File: src/rtl/row_clear_ctrl_pkg.sv
// Board geometry and line-clear sequencer state encoding, shared by the
// clear controller and gamelogic so both agree on board shape.
package row_clear_ctrl_pkg;

  localparam int COLS = 10;
  localparam int ROWS = 20;
  localparam int XW   = 4;
  localparam int YW   = 5;
  localparam int CW   = 3;

  localparam logic [XW-1:0] LAST_COL  = XW'(COLS - 1);
  localparam logic [YW-1:0] LAST_ROW  = YW'(ROWS - 1);
  localparam logic [CW-1:0] LINES_MAX = '1;

  typedef enum logic [2:0] {
    IDLE,
    SCAN,
    SHIFT,
    CLR_TOP,
    DONE
  } state_t;

  // Line counter sticks at its maximum instead of wrapping.
  function automatic logic [CW-1:0] sat_inc(input logic [CW-1:0] v);
    return (v == LINES_MAX) ? v : v + CW'(1);
  endfunction

endpackage

File: src/rtl/row_clear_ctrl.sv
// Line-clear sequencer: scans the board bottom-up, drops everything above
// each full row by one cell per cycle, blanks row 0 and rescans that row.
module row_clear_ctrl
  import row_clear_ctrl_pkg::*;
(
  input  logic          CLOCK_50,
  input  logic          resetn,
  input  logic          start,
  input  logic          board_rdata,
  output logic [XW-1:0] board_rx,
  output logic [YW-1:0] board_ry,
  output logic          board_we,
  output logic [XW-1:0] board_wx,
  output logic [YW-1:0] board_wy,
  output logic          board_wdata,
  output logic          busy,
  output logic          done,
  output logic [CW-1:0] lines_cleared,
  output state_t        state_dbg
);

  // Handshake: start is a request accepted only while busy=0; once accepted,
  // busy stays high until the cycle after the single-cycle done pulse, and
  // any start seen while busy=1 is dropped, never queued.

  state_t        state;
  logic [XW-1:0] x;
  logic [YW-1:0] scan_y;
  logic [YW-1:0] shift_y;

  always_ff @(posedge CLOCK_50 or negedge resetn) begin
    if (!resetn) begin
      state         <= IDLE;
      x             <= '0;
      scan_y        <= LAST_ROW;
      shift_y       <= '0;
      lines_cleared <= '0;
    end else begin
      case (state)
        IDLE: begin
          if (start) begin
            lines_cleared <= '0;
            scan_y        <= LAST_ROW;
            x             <= '0;
            state         <= SCAN;
          end
        end

        SCAN: begin
          if (!board_rdata) begin
            // First empty cell ends the row early.
            if (scan_y == '0) begin
              state <= DONE;
            end else begin
              scan_y <= scan_y - YW'(1);
              x      <= '0;
            end
          end else if (x != LAST_COL) begin
            x <= x + XW'(1);
          end else begin
            lines_cleared <= sat_inc(lines_cleared);
            shift_y       <= scan_y;
            x             <= '0;
            state         <= (scan_y == '0) ? CLR_TOP : SHIFT;
          end
        end

        SHIFT: begin
          if (x != LAST_COL) begin
            x <= x + XW'(1);
          end else begin
            x <= '0;
            if (shift_y == YW'(1)) begin
              state <= CLR_TOP;
            end else begin
              shift_y <= shift_y - YW'(1);
            end
          end
        end

        CLR_TOP: begin
          // scan_y is left alone so the dropped-in row gets rescanned.
          if (x != LAST_COL) begin
            x <= x + XW'(1);
          end else begin
            x     <= '0;
            state <= SCAN;
          end
        end

        DONE: begin
          state <= IDLE;
        end

        default: begin
          state <= IDLE;
        end
      endcase
    end
  end

  always_comb begin
    board_rx    = '0;
    board_ry    = '0;
    board_we    = 1'b0;
    board_wx    = '0;
    board_wy    = '0;
    board_wdata = 1'b0;
    busy        = (state != IDLE);
    done        = (state == DONE);
    case (state)
      SCAN: begin
        board_rx = x;
        board_ry = scan_y;
      end
      SHIFT: begin
        // Read the cell above and write it here on the same edge.
        board_rx    = x;
        board_ry    = shift_y - YW'(1);
        board_we    = 1'b1;
        board_wx    = x;
        board_wy    = shift_y;
        board_wdata = board_rdata;
      end
      CLR_TOP: begin
        board_we    = 1'b1;
        board_wx    = x;
        board_wy    = '0;
        board_wdata = 1'b0;
      end
      default: begin
      end
    endcase
  end

  assign state_dbg = state;

endmodule
File: config.mk
export PLATFORM = sky130hd
export DESIGN_NAME = row_clear_ctrl
export DESIGN_NICKNAME = d
export VERILOG_FILES = /design/src/rtl/row_clear_ctrl_pkg.sv /design/src/rtl/row_clear_ctrl.sv
export SDC_FILE = /design/constraint.sdc
export NUM_CORES = 1
export LEC_CHECK = 0
export ABC_CLOCK_PERIOD_IN_PS = 4490
export CORE_ASPECT_RATIO = 1.2
export CORE_MARGIN = 2
export CORE_UTILIZATION = 49
export DETAILED_ROUTE_END_ITERATION = 12
export PLACE_DENSITY_LB_ADDON = 0.2
export REMOVE_ABC_BUFFERS = 1
export SETUP_SLACK_MARGIN = 0.02
export SYNTH_ARGS = -nofsm -noshare
export SYNTH_HDL_FRONTEND = slang
export SYNTH_SLANG_ARGS = --single-unit
File: constraint.sdc
create_clock -name CLOCK_50 -period 4.49 [get_ports CLOCK_50]
set_input_delay 0.6735 -clock CLOCK_50 [delete_from_list [all_inputs] [get_ports CLOCK_50]]
set_output_delay 0.6735 -clock CLOCK_50 [all_outputs]
set_load 0.1 [all_outputs]
==> out/qor.csv, run 1 <==
stage;metric;value;unit
outcome;status;complete, no violations;
synthesis;synth_cell_types;43;
clocking;cts_made_buffers;3;
synthesis;yosysTopAreaCell;dfrtp_1;
clocking;clk_latency;320;ps
cells_and_area;diodes;0;
route;drt_iter0_drc;35;
worst_hold_path;hold_path_class;register to register;
sta;max_slew_margin;34.4;%
critical_path;cp_slowest_cell;clkdlybuf4s50_1;
synthesis;yosysSeqAreaShare;36.1;%
grt;antenna_found_initial;0;
route;drc;0;
route;ant_nets;0;
clocking;cts_setup_buffers;0;
floorplanning;io_pins;32;
clocking;h-tree-depth;1;
cells_and_area;mostFrequentLayoutCells;clkdlybuf4s50_1, nand2_1, dfrtp_1;
critical_path;path_class;register to output pin;
cells_and_area;area_growth_syn_to_layout;26.3;%
clocking;cts_tree;built;
critical_path;endpoint_kind;output pin;
route;drt_wl_total;3.35;mm
cells_and_area;final_common_cell;clkdlybuf4s50_1;
clocking;clock-sinks;20;
synthesis;synthTopCellsByArea;dfrtp_1, ha_1, dfstp_2, o21ai_0, nand2_1;
sta;fin_skew;11.1;ps
route;drtPass1Iterations;4;
grt;grt.total_usage;21.6;%
clocking;cts_buffer_depth;2;
sta;post-route-period-util;81.3;%
floorplanning;rows;21;
grt;grt_pass1_vias;1229;
critical_path;path_max_fanout;14;
grt;grt_pass1_wl;5.58;mm
placement;port_buffers;31;
synthesis;synth-seq-cells;20;
clocking;clkTransAtPathRegs;120;ps
sta;worstMarginPinSlew;981;ps
grt;grt-ovfl-total;0;
sta;rsz0062_at_grt;false;
sta;setup_violations;0;
critical_path;crit_chain;inv_1, nor3_1, nor2_1, nor2b_1, clkdlybuf4s50_1;
floorplanning;die_x;52.8;µm
synthesis;synth_area;1400;µm²
cells_and_area;fill_cells;255;
synthesis;postSynthCellCount;156;
synthesis;yosysWarnings;0;
route;routedWlPerCell;15.3;µm
floorplanning;start_util;50.7;%
sta;drv_slew;0;
route;via_per_inst;5.84;
critical_path;startpoint_type;register;
sta;hold_viol;0;
critical_path;critPathBufInv;2;
route;vias;1279;
critical_path;crit_family;buffers and inverters;
cells_and_area;layout-drive-gt1-share;8.11;%
placement;gp_congestion;0.752;
clocking;cts_resized;0;
synthesis;avgSynthCellArea;8.96;µm²
critical_path;cp_data_arrival_time;2980;ps
floorplanning;die_y;62.5;µm
sta;period_minus_slack;3650;ps
cells_and_area;nNetsFinal;197;
grt;grt_start_max_net_pins;21;
sta;holdWs;528;ps
critical_path;cpPeakStageDelay;1140;ps
floorplanning;die-area;3300;µm²
run;drv_cap;0;
floorplanning;core-area;2760;µm²
clocking;postCtsHoldBufs;0;
sta;fmax;274;MHz
clocking;cts_root_buf;clkbuf_4;
critical_path;cp_data_required_time;3820;ps
synthesis;synth_top_area_share;30.4;%
placement;post-dp-hpwl;2.46;mm
[flip-flops by register name, summed over array words and instances, names as in the netlist]
| register | count |
|---|---|
| lines_cleared | 3 |
| scan_y | 5 |
| shift_y | 5 |
| state_dbg | 3 |
| x | 4 |
[kinds of logic (layout without fill, tap and decap cells)]
| logic type | count (synthesis) | count (layout) | share of synthesized area (%) |
|---|---|---|---|
| flops | 20 | 20 | 36.1 |
| xor+xnor | 4 | 4 | 2.51 |
| fa+ha+maj | 7 | 7 | 6.27 |
| buf+inv | 13 | 42 | 4.39 |
| mux | 3 | 3 | 2.24 |
| compound gates | 42 | 42 | 19.9 |
| simple gates | 67 | 67 | 28.6 |
[cells in the mapped netlist, drive strengths merged]
library cell	count
a22o	3
nand3b	2
or4b	2
and3b	1
inv	7
dfrtp	17
a22oi	4
nor3	9
mux2	1
o21ai	15
nor2	9
o31a	1
a311o	1
nor4b	1
o2bb2ai	3
dfstp	3
nand3	2
nand2	17
a211oi	1
nor4	1
o22ai	3
nand2b	3
xnor2	3
o21bai	1
xor2	1
o31ai	1
and2	9
nand4b	1
nor3b	4
mux2i	2
buf	6
a21oi	6
ha	7
a21o	1
nor2b	4
a211o	1
or3b	2
o41ai	1
[metrics by stage]
stage / instances / cell area (µm²) / TNS (ps) / utilization (%) / setup slack [ps]
after global routing: 219 / 1770 / 0 / 64.0 / 685
final: 219 / 1770 / 0 / 64.0 / 840
after floorplan: 150 / 1360 / -132 / - / -43.9
after CTS: 219 / 1770 / 0 / 64.0 / 881
after global placement: 215 / 1710 / 0 / 62.1 / 1280
after detailed placement: 215 / 1710 / 0 / 62.1 / 1230
[final timing paths]
path                              start      endpoint  slack [ps]  cells past startpoint
setup / recovery           state_dbg[0]   board_rx[3]         840                      5
max in group asynchronous        resetn    shift_y[4]        3030                      1
hold reg to reg               scan_y[4]     scan_y[4]         530                      2
setup reg to reg           state_dbg[2]  state_dbg[0]        2390                      4
hold / removal                scan_y[4]     scan_y[4]         530                      2
min in group asynchronous        resetn          x[2]         870                      1
[per-layer routing]
layer / vias up / global-route usage [%] / part of all wire [%]
met5: - / 0 / 0
met4: 0 / 4.81 / 1.4
met3: 6 / 3.11 / 4.4
met2: 40 / 37.8 / 52
met1: 613 / 27.4 / 42
li1: 620 / - / -
[cell type report]
cell class | instances | area, µm² | area share (%)
Sequential cell | 20 | 504 | 28.6
Clock buffer | 3 | 22.5 | 1.28
Clock inverter | 1 | 30.0 | 1.70
Timing Repair Buffer | 31 | 308 | 17.4
Inverter | 7 | 26.3 | 1.49
Multi-Input combinational cell | 123 | 832 | 47.1
Tap cell | 34 | 42.5 | 2.41
[tightest hold or removal path, stage by stage (launching register included)]
cell,delay [ps]
dfstp_2,420
o31ai_1,60
nand2_1,60
Power of run 1 is not shown: default switching activity piles up to over one toggle a cycle in this logic, so the estimate is an artifact.
==> inputs of run 2 (changes only) <==
- ABC_CLOCK_PERIOD_IN_PS: 4490 -> 3000
- CORE_UTILIZATION: 49 -> 45
- clock period: 4.49 -> 3 ns (I/O delays scaled with it)
==> run 2 against run 1 <==
  * Largest cell class unchanged
  * Non-clock buffer count is the same
  * Clock skew shrank 0.86 ps
  * Final cell count up 0.91%
  * Global-route usage down 2.3 points
  * Setup slack worse by 430 ps
  * Utilization decreased by 6.1 points
  * Routed wire length decreased by 7.7%
  * Highest routed layer unchanged
==> out/qor.csv, run 2 (synthesis gave the netlist of run 1 again) <==
stage;metric;value;unit;change
worst_hold_path;whs_endpoint;scan_y[4];;
run;drv_cap;0;;unchanged
cells_and_area;area_growth_syn_to_layout;24.3;%;
critical_path;cp_data_arrival_time;2140;ps;-840 ps
clocking;cts_made_buffers;3;;unchanged
clocking;clk_latency;310;ps;about the same
clocking;cts_buffer_depth;2;;unchanged
clocking;clock-sinks;20;;unchanged
critical_path;crit_family;flip-flops;;
grt;grt.total_usage;19.3;%;-2.3 points
sta;post-route-period-util;86.2;%;
grt;grt_pass1_vias;1151;;-6.3%
sta;period_minus_slack;2590;ps;
clocking;h-tree-depth;1;;unchanged
route;drt_wl_total;3.09;mm;-7.7%
cells_and_area;reg_top3;scan_y x5, shift_y x5, x x4;;
clocking;cts_resized;0;;unchanged
critical_path;startpoint_type;register;;
route;vias;1261;;-1.4%
sta;hold_viol;0;;unchanged
critical_path;cp_data_required_time;2550;ps;-1270 ps
grt;antenna_found_initial;0;;unchanged
cells_and_area;mostFrequentLayoutCells;buf_4, nand2_1, dfrtp_1;;
placement;port_buffers;31;;unchanged
critical_path;path_max_fanout;16;;+2
floorplanning;core-area;3000;µm²;+8.8%
sta;setup_violations;0;;unchanged
critical_path;r2r_start;state_dbg[2];;
grt;grt-ovfl-total;0;;unchanged
floorplanning;die_y;65.1;µm;+4.1%
sta;fmax;387;MHz;
worst_hold_path;min_from;scan_y[4];;
cells_and_area;layout-drive-gt1-share;22.2;%;+14 points
sta;fin_skew;10.2;ps;-0.862 ps
route;via_per_inst;5.71;;-2.3%
grt;grt_start_max_net_pins;21;;unchanged
sta;drv_slew;0;;unchanged
cells_and_area;diodes;0;;unchanged
clocking;cts_setup_buffers;0;;unchanged
floorplanning;die-area;3570;µm²;+8.3%
cells_and_area;final_common_cell;buf_4;;
worst_hold_path;hold_path_class;register to register;;
critical_path;rrSetupSlack;1040;ps;-1350 ps
critical_path;reg2reg_to;state_dbg[0];;
cells_and_area;nNetsFinal;197;;unchanged
route;drt_iter0_drc;30;;-14%
sta;max_slew_margin;36.5;%;+2.1 points
sta;worstMarginPinSlew;950;ps;-31.5 ps
critical_path;path_class;register to output pin;;
critical_path;endpoint_kind;output pin;;
critical_path;crit_chain;or3b_2, o21ai_0, buf_12;;
critical_path;ff2ff_path_depth;4;;unchanged
route;ant_nets;0;;unchanged
sta;holdWs;527;ps;-0.920 ps
placement;gp_congestion;0.742;;-1.4%
route;drtPass1Iterations;4;;unchanged
critical_path;cp_slowest_cell;dfrtp_1;;
critical_path;critPathBufInv;1;;-1
clocking;cts_tree;built;;
floorplanning;rows;22;;+4.8%
outcome;status;complete, no violations;;
floorplanning;die_x;54.9;µm;+4.0%
clocking;cts_root_buf;clkbuf_4;;
worst_hold_path;hold_depth;2;;unchanged
route;drc;0;;unchanged
clocking;postCtsHoldBufs;0;;unchanged
placement;post-dp-hpwl;2.32;mm;-5.6%
sta;rsz0062_at_grt;false;;
floorplanning;start_util;46.6;%;-4.1 points
route;routedWlPerCell;14.0;µm;-8.5%
clocking;clkTransAtPathRegs;120;ps;about the same
grt;grt_pass1_wl;5.17;mm;-7.4%
floorplanning;io_pins;32;;unchanged
critical_path;cpPeakStageDelay;630;ps;-510 ps
-- run 2: cell count changes in the layout (fill, tap and decap cells not counted) --
cell             change
clkdlybuf4s50_1     -27
buf_4               +22
buf_12               +5
bufinv_16            -1
clkbuf_1             +1
-- run 2: worst max path at each step --
stage / startpoint / to / cells past startpoint
finish: state_dbg[1] / board_ry[4] / 3
CTS: state_dbg[1] / board_ry[2] / 3
global route: state_dbg[0] / board_rx[2] / 5
detailed placement: board_rdata / state_dbg[0] / 5
global placement: board_rdata / state_dbg[0] / 5
floorplan: state_dbg[1] / board_ry[2] / 2
-- run 2: routing by layer --
metal | GRT usage [%] | vias to the layer above | part of all wire (%)
met1 | 25.4 | 612 | 44
met3 | 2.30 | 2 | 3.8
li1 | - | 620 | -
met2 | 32.1 | 27 | 52
met5 | 0 | - | 0
met4 | 5.94 | 0 | 0.55
-- run 2: metrics by stage --
| step | setup WS [ps] | instances | TNS [ps] | utilization [%] | cell area [µm²] |
|---|---|---|---|---|---|
| after floorplan | -1310 | 150 | -16170 | - | 1360 |
| after global placement | 606 | 217 | 0 | 57.0 | 1710 |
| after detailed placement | 525 | 217 | 0 | 57.0 | 1710 |
| after CTS | 420 | 221 | 0 | 57.9 | 1740 |
| after global routing | 228 | 221 | 0 | 57.9 | 1740 |
| final | 413 | 221 | 0 | 57.9 | 1740 |
-- run 2: worst min-delay path, stage by stage, from the launching register on --
cell and delay [ps]:
dfstp_2 410, o31ai_1 70, nand2_1 50
-- run 2: layout make-up --
class                      instances  area (µm²)
inverter                           7        26.3
multi-input combinational        123         832
timing repair buffer              31         303
tap                               36        45.0
fill                             287        1260
sequential                        20         504
clock buffer                       4        26.3
Power of run 2 is left out for the same reason.
==> RTL change (flow settings as in run 1) <==
`YW`: 5 -> 10.
--- a/src/rtl/row_clear_ctrl_pkg.sv
+++ b/src/rtl/row_clear_ctrl_pkg.sv
@@ -5,7 +5,7 @@
   localparam int COLS = 10;
   localparam int ROWS = 20;
   localparam int XW   = 4;
-  localparam int YW   = 5;
+  localparam int YW   = 10;
   localparam int CW   = 3;
 
   localparam logic [XW-1:0] LAST_COL  = XW'(COLS - 1);
Interface: changed (resized board_ry and board_wy); port bits go from 32 to 42. The function was not compared with the original's and may differ.
==> RTL change against run 1 <==
  * Design area increased by 52%
  * Sequential share of layout area is 0.50 points lower
  * Final cell count rose by 57%
  * Area after synthesis rose by 59%
  * Sequential cell count grew 10
  * Routed wire length is 60% higher
  * Utilization shrank 1.4 points
  * Critical path type unchanged
  * Count of clock-buffer cells in the layout rose by 4
  * Worst setup slack better by 0.096 ns
==> RTL change: results (changes against run 1) <==
| Metric | Value |
|---|---|
| Multi-input logic cell count | 194 (+58%) |
| Clock buf count | 7 (+4) |
| Grt met2 use | 37.3% (-0.47 points) |
| H-tree Lvls | 2 (+1) |
| Sequential portion of the cell area | 28.1% (-0.50 points) |
| Rel. slew slack | 25.4% (-9.0 points) |
| Fill cell count | 400 (+57%) |
| Clk cell area share | 3.40% (+0.42 points) |
| Grt met1 use | 30.2% (+2.8 points) |
| DP Area | 2600 um2 (+52%) |
| Storage element area | 754 um2 (+50%) |
| Regs by FF count | scan_y x10, shift_y x10, x x4 |
| Post-Synth Adder-Cell Area | 4.52% (-1.7 points) |
| GR Util met3 | 4.78% (+1.7 points) |
| Worst Hold Launch | lines_cleared[1]$_DFFE_PN0P_ |
| Inserted Clock Buffers | 5 (+2) |
| Multiplexer share of the synthesized area | 3.33% (+1.1 points) |
| Worst Path Arrival | 2.88 ns (-0.10 ns) |
| Placed Cells | 335 (+56%) |
| Non-clk buf share | 14.3% (-3.1 points) |
| Final GP Congestion | 0.849 (+13%) |
| Width of the die | 65.4 um (+24%) |
| Non-clock inverters | 12 (+5) |
| Setup Skew | 0.00318 ns (-0.00792 ns) |
| Synth top cells by count | dfrtp_1, nand2_1, o21ai_0 |
| Total wire length | 5.35 mm (+60%) |
| Outcome | completed |
| Detailed Route Iter0 Violations | 143 (+310%) |
| Root buffer cell | clkbuf_8 |
| Per-cell routed wire length | 15.6 um (+2.0%) |
| GRT Overall Usage | 23.0% (+1.4 points) |
| Largest net degree at the start of global routing | 31 (+48%) |
| Hpwl dp | 3.85 mm (+57%) |
| Vias in the first global route | 1923 (+56%) |
| WL met3 | 287 um (+97%) |
| DR vias/cell | 5.84 (about the same) |
| Setup crit start | state_dbg[1]$_DFFE_PN0P_ |
==> RTL change: final timing paths <==
kind	to	slack (ns)	cells after the start
worst max-delay path	board_wy[0]	0.94	3
worst min-delay path	lines_cleared[1]$_DFFE_PN0P_	0.55	2
worst max register to register	shift_y[1]$_DFFE_PN0P_	1.65	4
worst min register to register	lines_cleared[1]$_DFFE_PN0P_	0.55	2
max in group asynchronous	scan_y[0]$_DFFE_PN1P_	3.38	2
min in group asynchronous	scan_y[6]$_DFFE_PN0P_	0.79	2
==> RTL change: power by group through the flow <==
| stage | sequential [mW] | combinational, mW | clock (mW) |
|---|---|---|---|
| detailed placement | 0.360 | 0.550 | 0 |
| global placement | 0.358 | 0.543 | 0 |
| CTS | 0.355 | 0.551 | 0.232 |
| finish | 0.356 | 0.546 | 0.226 |
| floorplan | 0.443 | 0.332 | 0 |
| global route | 0.365 | 0.580 | 0.245 |
